[config.mk]
export PLATFORM = sky130hd
export DESIGN_NAME = ir_packet_scheduler
export DESIGN_NICKNAME = d
export VERILOG_FILES = /design/src/rtl/ir_packet_scheduler.sv
export SDC_FILE = /design/constraint.sdc
export NUM_CORES = 1
export LEC_CHECK = 0
export ABC_AREA = 1
export CORE_MARGIN = 5
export CORE_UTILIZATION = 30
export DETAILED_ROUTE_END_ITERATION = 7
export GPL_ROUTABILITY_DRIVEN = 0
export HOLD_SLACK_MARGIN = 0.03
export MAX_ROUTING_LAYER = met4
export PLACE_DENSITY = 0.61
export SLEW_MARGIN = 40
export SYNTH_ARGS = -nofsm -noshare
export SYNTH_HDL_FRONTEND = slang
export SYNTH_SLANG_ARGS = --single-unit
export TNS_END_PERCENT = 10
[constraint.sdc]
create_clock -name clk_i -period 1.4 [get_ports clk_i]
set_input_delay 0.14 -clock clk_i [delete_from_list [all_inputs] [get_ports clk_i]]
set_output_delay 0.14 -clock clk_i [all_outputs]
set_load 0.005 [all_outputs]
[src/rtl/ir_packet_scheduler.sv]
// IR packet scheduler: derives the IR carrier from the system clock and launches
// one-carrier-period send pulses with a latched command. Optional stale-command timeout: IR_CMD_TIMEOUT_EN.
module ir_packet_scheduler #(
  parameter int CARRIER_HALF_PERIOD = 1389,
  parameter int HALF_WIDTH          = 11,
  parameter int PACKET_PERIOD       = 3600,
`ifdef IR_CMD_TIMEOUT_EN
  parameter int PACKET_WIDTH        = 12,
  parameter int TIMEOUT_PACKETS     = 10
`else
  parameter int PACKET_WIDTH        = 12
`endif
) (
  input  logic       clk_i,
  input  logic       rst_ni,
  input  logic       enable_i,
  input  logic [3:0] cmd_in_i,
  input  logic       cmd_valid_i,
  output logic       carrier_clk_o,
  output logic       send_packet_o,
  output logic [3:0] command_o,
  output logic       cmd_stale_o
);

  logic [HALF_WIDTH-1:0]   half_q, half_d;
  logic [PACKET_WIDTH-1:0] pkt_q, pkt_d;
  logic                    carrier_q, carrier_d;
  logic                    send_q, send_d;
  logic [3:0]              command_q, command_d;
  logic [3:0]              pending_q, pending_d;
  logic                    stale_q, stale_d;
  logic                    half_wrap_s, fall_s, pkt_wrap_s, launch_s;

`ifdef IR_CMD_TIMEOUT_EN
  localparam int STALE_WIDTH = $clog2(TIMEOUT_PACKETS + 1);
  logic [STALE_WIDTH-1:0] stale_cnt_q, stale_cnt_d;
`endif

  // A launch is the falling carrier toggle on which the packet counter wraps.
  always_comb begin
    half_wrap_s = (half_q == HALF_WIDTH'(CARRIER_HALF_PERIOD - 1));
    fall_s      = half_wrap_s & carrier_q;
    pkt_wrap_s  = (pkt_q == PACKET_WIDTH'(PACKET_PERIOD - 1));
    launch_s    = fall_s & pkt_wrap_s;
  end

  always_comb begin
    half_d    = half_wrap_s ? {HALF_WIDTH{1'b0}} : half_q + HALF_WIDTH'(1);
    carrier_d = half_wrap_s ? ~carrier_q : carrier_q;

    if (fall_s) begin
      pkt_d = pkt_wrap_s ? {PACKET_WIDTH{1'b0}} : pkt_q + PACKET_WIDTH'(1);
    end else begin
      pkt_d = pkt_q;
    end

    if (launch_s) begin
      send_d = enable_i;
    end else if (fall_s) begin
      send_d = 1'b0;
    end else begin
      send_d = send_q;
    end

    // Launch samples pending as it stood before this edge.
    command_d = (launch_s && enable_i) ? pending_q : command_q;
    pending_d = cmd_valid_i ? cmd_in_i : pending_q;
    stale_d   = 1'b0;

`ifdef IR_CMD_TIMEOUT_EN
    stale_cnt_d = stale_cnt_q;
    stale_d     = stale_q;
    if (cmd_valid_i) begin
      stale_cnt_d = {STALE_WIDTH{1'b0}};
      stale_d     = 1'b0;
    end else if (launch_s && enable_i) begin
      if (stale_cnt_q < STALE_WIDTH'(TIMEOUT_PACKETS)) begin
        stale_cnt_d = stale_cnt_q + STALE_WIDTH'(1);
      end else begin
        stale_cnt_d = stale_cnt_q;
      end
      if (stale_cnt_d == STALE_WIDTH'(TIMEOUT_PACKETS)) begin
        pending_d = 4'b0000;
        stale_d   = 1'b1;
      end else begin
        stale_d   = stale_q;
      end
    end else begin
      stale_cnt_d = stale_cnt_q;
    end
`endif
  end

  always_ff @(posedge clk_i or negedge rst_ni) begin
    if (!rst_ni) begin
      half_q    <= {HALF_WIDTH{1'b0}};
      pkt_q     <= {PACKET_WIDTH{1'b0}};
      carrier_q <= 1'b0;
      send_q    <= 1'b0;
      command_q <= 4'b0000;
      pending_q <= 4'b0000;
      stale_q   <= 1'b0;
    end else begin
      half_q    <= half_d;
      pkt_q     <= pkt_d;
      carrier_q <= carrier_d;
      send_q    <= send_d;
      command_q <= command_d;
      pending_q <= pending_d;
      stale_q   <= stale_d;
    end
  end

`ifdef IR_CMD_TIMEOUT_EN
  always_ff @(posedge clk_i or negedge rst_ni) begin
    if (!rst_ni) begin
      stale_cnt_q <= {STALE_WIDTH{1'b0}};
    end else begin
      stale_cnt_q <= stale_cnt_d;
    end
  end
`endif

  assign carrier_clk_o = carrier_q;
  assign send_packet_o = send_q;
  assign command_o     = command_q;
  assign cmd_stale_o   = stale_q;

endmodule

# After elaboration in Yosys (flattened, before gate mapping)
# Cells that the tools add are included.
# totals
reg_bits	33
input_bits	8
output_inout_bits	7
wordCells	19
# classes
n_addsub	2
eq_ne	2
muxes	4
bitwise	3
n_reduce_logical	2
# op_table
operator	count
adder 12 x 1 -> 12 bit (second input constant)	1
equality test 12 bit (second input constant)	1
2-to-1 mux 12 bit	1
adder 11 x 1 -> 11 bit (second input constant)	1
equality test 11 bit (second input constant)	1
2-to-1 mux 11 bit	1
AND 1 bit	2
2-to-1 mux 1 bit	2
nonzero test 2 bit	1
logical AND 1 bit	1
inverter 1 bit	1

# Longest topological paths before layout
# Gate-level depths: netlist of the first run.
# depth
ltp_word	4
depth_mapped	9
ltp_nobuf	9

# Worst setup path before layout of the first run
# No wires, ideal clock.
# synth_path
path_kind	flip-flop to flip-flop
from	reg half_q[0]
to	reg send_q, in the netlist send_packet_o
setup_ns	0.120
arrival_time_ns	1.246
t_required_ns	1.280
setup_slack_ns	0.034
path_stages_with_launch	10
path_buffers	0
synth_period_minus_slack_ns	1.366
cell_sequence	dfrtp_1 > inv_1 > ha_1 > nand2_1 > nor2_2 > nand3_4 > nor2_8 > inv_1 > nand2_1 > nand2_1
# synth_between
elab_chain_len	4
word_cells_on_any_way	5
cone_classes	1 x eq/ne; 1 x mux; 2 x bitwise; 1 x reduce/logical
# synth_lines
element	line	text
start, declared	25	logic [HALF_WIDTH-1:0] half_q, half_d;
start signal, assigned	96	half_q <= {HALF_WIDTH{1'b0}};
start signal, assigned	104	half_q <= half_d;
equality test 11 bit *	41	half_wrap_s = (half_q == HALF_WIDTH'(CARRIER_HALF_PERIOD - 1));
AND 1 bit *	42	fall_s = half_wrap_s & carrier_q;
AND 1 bit	44	launch_s = fall_s & pkt_wrap_s;
2-to-1 mux 1 bit or nonzero test 2 bit (tied branches)	-	
end signal, assigned	107	send_q <= send_d;
end, declared	28	logic send_q, send_d;
# Mark *: on every way between the ends. The rest lies on a longest branch, timed or not.
# A chain may end at the register's enable or synchronous reset.

# Worst setup path after layout of the first run
# layout_path
from	reg half_q[0]
to	reg pkt_q[9]
# layout_between
elab_chain_len	2
# layout_lines
element	line	text
equality test 11 bit	41	
AND 1 bit	42	
end signal, assigned	97	pkt_q <= {PACKET_WIDTH{1'b0}};
end signal, assigned	105	pkt_q <= pkt_d;
end, declared	26	logic [PACKET_WIDTH-1:0] pkt_q, pkt_d;
# Every way passes these cells.

==> reports/metrics.yaml, run 1 <==
outcome: "finished, violations left"
violations: "setup timing"
r2r_slack_ns: -0.09
clock_latency_ns: 0.28
netlist_instances: 210
critPathCaptureType: "register"
dieArea_um2: 7300
fin_skew_ns: 0.00776
fin_crit_sh: 1.06
antenna_found_initial: 0
p_clk_frac: 0.416
numCtsBuffers: 5
total_leakage_power_uw: 0.00116
setup_slack_ns: -0.0877
grt_pass1_vias: 1363
ys_types: 24
reg2reg_to: "pkt_q[9]"
final-hold-violation-count: 0
reg2reg_depth: 9
dr.pass1.iters: 4
drcViolationCount: 0
die_w_um: 85.5
clock-sinks: 33
start_util: 0.310
num_antenna_cells: 0
setup_violations: 21
crit_type: "reg -> reg"
endpoint: "pkt_q[9]"
path_clk_slew_ns: 0.07
crit_required_ns: 1.57
p_comb_frac: 0.034
cp-start-kind: "register"
grt_max_degree: 34
core_area_um2: 5510
timing.hold.ws_ns: 0.220
layout_commonest_cell: "nand2_1"
drt_iter0_markers: 54
cap_violations: 0
fin_crit_ns: 1.49
drive_gt1_frac: 0.220
numPortBuffers: 13
die_h_um: 85.5
viasPerCell: 4.47
track_usage: 0.106
power.switching_uw: 380
htree_num_levels: 2
synth_nets: 221
timing.rr.start: "half_q[0]"
antenna_left: 0
max_freq_ghz: 0.672
finalSetupTns_ns: -0.850
grt_pass1_wl_mm: 6.09
final_cell_mix: "nand2_1 (60), dfrtp_1 (33), buf_4 (24)"
cts_hold_buf: 0
root_buffer: "clkbuf_8"
power_frac_seq: 0.549
path_max_fanout: 8
crit_path_start: "half_q[0]"
synth_warnings: 0
rows: 27
drv_slew: 0
p_int_uw: 1390
ioPinCount: 15
cp.arrival_ns: 1.65
routedWlPerCell_um: 10.9
cts_tree: "done"
hold_class: "in -> async"
gr-total-overflow: 0
power_density_nw_per_um2: 773
rsz0062_at_grt: "true"
finalNetCount: 265
yosysSeqAreaShare: 0.484
dp_hpwl_mm: 2.59
layout-area-overhead-vs-synth_pct: 33.8
swShare: 0.215
clockBufferDepth: 2
syn_area_per_cell_um2: 8.13
ys_seq_elements: 33
totalWireLength_mm: 3.54
netlist_area_um2: 1710
peakVddDrop_mv: 0.397
vias: 1458
dp_slack_ns: -0.128
-- worst min path at each step --
stage / from / endpoint / slack (ns) / depth (start not counted)
final: rst_ni / half_q[3] / 0.22 / 2
after global routing: rst_ni / half_q[3] / 0.23 / 2
after CTS: rst_ni / half_q[3] / 0.23 / 2
after detailed placement: command_o[0] / command_o[0] / 0.47 / 2
after global placement: command_o[0] / command_o[0] / 0.46 / 2
after floorplan: rst_ni / carrier_clk_o / -0.16 / 0
-- power groups by stage --
stage	clock network (µW)	logic (µW)	registers (µW)
floorplan	0	14.8	987
global placement	0	63.7	988
detailed placement	0	63.7	989
CTS	767	63.8	970
global route	804	69.5	972
finish	735	60.8	971
-- synth_stat cells --
cell / n / area share
a21oi_1: 4 / 0.012
buf_4: 1 / 0.0044
buf_6: 2 / 0.013
conb_1: 1 / 0.0022
dfrtp_1: 33 / 0.48
ha_1: 3 / 0.022
inv_1: 24 / 0.053
mux2_2: 4 / 0.026
nand2_1: 62 / 0.14
nand2_2: 1 / 0.0037
nand3_1: 13 / 0.038
nand3_2: 1 / 0.0059
nand3_4: 1 / 0.010
nand3b_1: 1 / 0.0044
nand4_1: 11 / 0.040
nor2_1: 23 / 0.051
nor2_2: 2 / 0.0073
nor2_8: 1 / 0.012
nor3_1: 4 / 0.012
nor3b_1: 1 / 0.0044
o21ai_0: 11 / 0.032
o21ai_1: 1 / 0.0029
or2_2: 1 / 0.0037
xor2_1: 4 / 0.021
-- through the flow --
| stage | total power [µW] | utilization | cell area [µm²] | std cells |
|---|---|---|---|---|
| floorplan | 1000 | - | 1710 | 210 |
| global placement | 1050 | 0.380 | 2090 | 316 |
| detailed placement | 1050 | 0.380 | 2090 | 316 |
| CTS | 1800 | 0.398 | 2190 | 323 |
| global route | 1840 | 0.415 | 2280 | 326 |
| finish | 1770 | 0.415 | 2280 | 326 |
-- worst max-delay path: stages (launching register included) --
cell	delay [ns]
dfrtp_1	0.40
inv_2	0.09
ha_4	0.14
nand2_4	0.05
nor2_4	0.09
nand3_4	0.10
nor2_8	0.17
inv_1	0.18
nand2_1	0.09
nand2_1	0.05
-- per-layer routing --
| metal | global-route usage | up-vias | share of wire |
|---|---|---|---|
| li1 | - | 765 | - |
| met2 | 0.163 | 10 | 0.51 |
| met1 | 0.132 | 678 | 0.46 |
| met5 | - | - | 0 |
| met4 | 0.0432 | 0 | 0.013 |
| met3 | 0.0291 | 5 | 0.023 |
-- sequential cells by signal, summed over array words and instances (netlist names) --
signal         count
send_packet_o      1
half_q            11
command_o          4
pending_q          4
pkt_q             12
carrier_clk_o      1
-- what timing repair did --
item                                    4_1_cts  5_1_grt
setup buffers                                 0        2
gates cloned                                  0        1
endpoints found under the setup margin       23       25
resized for setup                             4       19
-- logic make-up after synthesis --
| logic type | share of synthesized area |
|---|---|
| AOI/OAI and AO/OA | 0.0469 |
| xor gates and xnor gates | 0.0205 |
| adders and majority gates | 0.0220 |
| buffers and inverters | 0.0703 |
| DFF | 0.484 |
| muxes | 0.0264 |
| other | 0.00220 |
| and+or+nand+nor | 0.328 |
-- layout make-up --
cell class	instances	area [µm²]
Timing Repair Buffer	40	370
Clock buffer	6	82.6
Sequential cell	33	826
Inverter	24	92.6
Tap cell	72	90.1
Fill cell	540	3220
Clock inverter	1	7.51
Multi-Input combinational cell	150	816
(Power assumes the default switching activity.)
==> run 2: changes to the inputs <==
--- a/config.mk
+++ b/config.mk
@@ -6,13 +6,13 @@
 export NUM_CORES = 1
 export LEC_CHECK = 0
 export ABC_AREA = 1
-export CORE_MARGIN = 5
-export CORE_UTILIZATION = 30
+export CORE_MARGIN = 3
+export CORE_UTILIZATION = 51
 export DETAILED_ROUTE_END_ITERATION = 7
 export GPL_ROUTABILITY_DRIVEN = 0
 export HOLD_SLACK_MARGIN = 0.03
 export MAX_ROUTING_LAYER = met4
-export PLACE_DENSITY = 0.61
+export PLACE_DENSITY = 0.87
 export SLEW_MARGIN = 40
 export SYNTH_ARGS = -nofsm -noshare
 export SYNTH_HDL_FRONTEND = slang
==> reports/metrics.yaml, run 2 (synthesis gave the netlist of run 1 again) <==
post_cts_buffers: 0  # unchanged
clock_latency_ns: 0.35  # was 0.28 ns
r2r_slack_ns: -0.09  # about the same
rsz0062_at_grt: "true"  # unchanged
fin_skew_ns: 0.0123  # was 0.00776 ns
htree_num_levels: 2  # unchanged
layout_commonest_cell: "nand2_1"  # unchanged
ioPinCount: 15  # unchanged
violations: "setup timing"  # unchanged
gr-total-overflow: 0  # unchanged
die_w_um: 63.9  # was 85.5 µm
clock-sinks: 33  # unchanged
cp.arrival_ns: 1.73  # was 1.65 ns
routedWlPerCell_um: 12.3  # was 10.9 µm
crit_type: "reg -> reg"  # unchanged
start_util: 0.546  # was 0.310
outcome: "finished, violations left"  # unchanged
cp_slowest_cell: "dfrtp_1"  # unchanged
cap_violations: 0  # unchanged
top_register: "pkt_q"  # unchanged
crit_path_start: "half_q[0]"  # unchanged
seqCellArea_um2: 826  # unchanged
max_freq_ghz: 0.671  # was 0.672 GHz
reg2reg_depth: 9  # unchanged
finalNetCount: 257  # was 265
crit_chain: "inv_2, ha_4, nand2_2, nor2_4, nand3_4, nor2_8, inv_1, nand2_1, nand2_1"  # was inv_2, ha_4, nand2_4, nor2_4, nand3_4, nor2_8, inv_1, nand2_1, nand2_1
core_area_um2: 3130  # was 5510 µm²
path_max_fanout: 8  # unchanged
final_cell_mix: "nand2_1 (61), dfrtp_1 (33), inv_1 (22), nor2_1 (22), buf_4 (16)"  # was nand2_1 (60), dfrtp_1 (33), buf_4 (24)
track_usage: 0.207  # was 0.106
finalSetupTns_ns: -0.878  # was -0.850 ns
fin_crit_ns: 1.49  # about the same
n_fill_cell: 252  # was 540
path_clk_slew_ns: 0.11  # was 0.07 ns
power_density_nw_per_um2: 887  # was 773 nW/µm²
multi_input_area_um2: 816  # unchanged
drive_gt1_frac: 0.198  # was 0.220
antenna_found_initial: 0  # unchanged
dr.pass1.iters: 4  # unchanged
total_leakage_power_uw: 0.00119  # was 0.00116 µW
dp_hpwl_mm: 2.53  # was 2.59 mm
drcViolationCount: 0  # unchanged
root_buffer: "clkbuf_4"  # was clkbuf_8
setup_slack_ns: -0.0895  # was -0.0877 ns
timing.rr.start: "half_q[0]"  # unchanged
cpPeakStageDelay_ns: 0.40  # about the same
crit_required_ns: 1.64  # was 1.57 ns
setup_violations: 16  # was 21
rows: 20  # was 27
numCtsBuffers: 5  # unchanged
cts_hold_buf: 0  # unchanged
reg2reg_to: "pkt_q[1]"  # was pkt_q[9]
num_antenna_cells: 0  # unchanged
endpoint: "pkt_q[1]"  # was pkt_q[9]
grt_pass1_wl_mm: 6.42  # was 6.09 mm
viasPerCell: 5.08  # was 4.47
finalPower_uw: 1940  # was 1770 µW
grt_max_degree: 34  # unchanged
clockBufferDepth: 2  # unchanged
cp_common_cell: "nand2_1"  # unchanged
vias: 1477  # was 1458
drt_iter0_markers: 82  # was 54
die_h_um: 63.9  # was 85.5 µm
critPathCaptureType: "register"  # unchanged
peakVddDrop_mv: 0.927  # was 0.397 mV
drv_slew: 0  # unchanged
largest_reg_flops: 12  # unchanged
layout-area-overhead-vs-synth_pct: 28.3  # was 33.8%
totalWireLength_mm: 3.57  # was 3.54 mm
numPortBuffers: 13  # unchanged
cts_tree: "done"  # unchanged
grt_pass1_vias: 1474  # was 1363
cp-start-kind: "register"  # unchanged
dieArea_um2: 4080  # was 7300 µm²
hold_class: "in -> async"  # unchanged
antenna_left: 0  # unchanged
top_regs: "pkt_q x12, half_q x11"  # unchanged
critPathTopFamily: "simple AND/OR/NAND/NOR gates"  # unchanged
critPathBufInv: 2  # unchanged
final-hold-violation-count: 0  # unchanged
fin_crit_sh: 1.06  # about the same
crit_cells: 9  # unchanged
==> run 2: how the worst min path moves through the flow <==
stage | to | slack [ns] | from | depth (start not counted)
floorplan | carrier_clk_o | -0.16 | rst_ni | 0
global placement | command_o[3] | 0.45 | command_o[3] | 2
detailed placement | command_o[0] | 0.46 | command_o[0] | 2
CTS | half_q[0] | 0.14 | rst_ni | 2
global route | pkt_q[3] | 0.14 | rst_ni | 2
finish | half_q[5] | 0.14 | rst_ni | 2
==> run 2: what timing repair did <==
| item | 4_1_cts | 5_1_grt |
|---|---|---|
| cloned | 1 | 0 |
| pin swaps | 0 | 1 |
| resized for setup | 15 | 8 |
| endpoints found under the setup margin | 22 | 28 |
==> run 2: stage by stage <==
stage                util  std cells  setup slack [ns]  hold WS (ns)  instance area (µm²)
finish              0.700        291           -0.0895         0.138                 2190
global route        0.700        291            -0.209         0.137                 2190
CTS                 0.692        291           -0.0771         0.140                 2170
detailed placement  0.643        282            -0.101         0.459                 2010
global placement    0.643        282          -0.00250         0.455                 2010
floorplan               -        210            0.0344        -0.156                 1710
==> run 2: cell type report <==
type / count / share of cell area
tap: 44 / 0.0251
multi-input combinational: 150 / 0.372
inverter: 24 / 0.0411
clock buffer: 5 / 0.0171
timing repair buffer: 32 / 0.136
clock inverter: 3 / 0.0314
sequential: 33 / 0.377
==> run 2: metal layers <==
metal	up-vias	part of all wire	track usage
li1	742	-	-
met2	35	0.51	0.337
met4	0	0.017	0.0836
met3	6	0.045	0.0562
met1	694	0.43	0.244
met5	-	0	-
==> run 2: power by group <==
part / total (µW) / switching [µW] / leakage, µW / internal (µW)
sequential: 969 / 5.40 / 0.000432 / 964
clock: 914 / 352 / 0.0000558 / 562
combinational: 60.4 / 27.5 / 0.000699 / 32.9
==> run 2: worst register-to-register path: cells and delay by family, from the launching register on <==
family	cells	cell delay, ns
AND/OR/NAND/NOR	6	0.57
flip-flops	1	0.40
buffers and inverters	2	0.27
adder cells (fa/ha/maj)	1	0.14
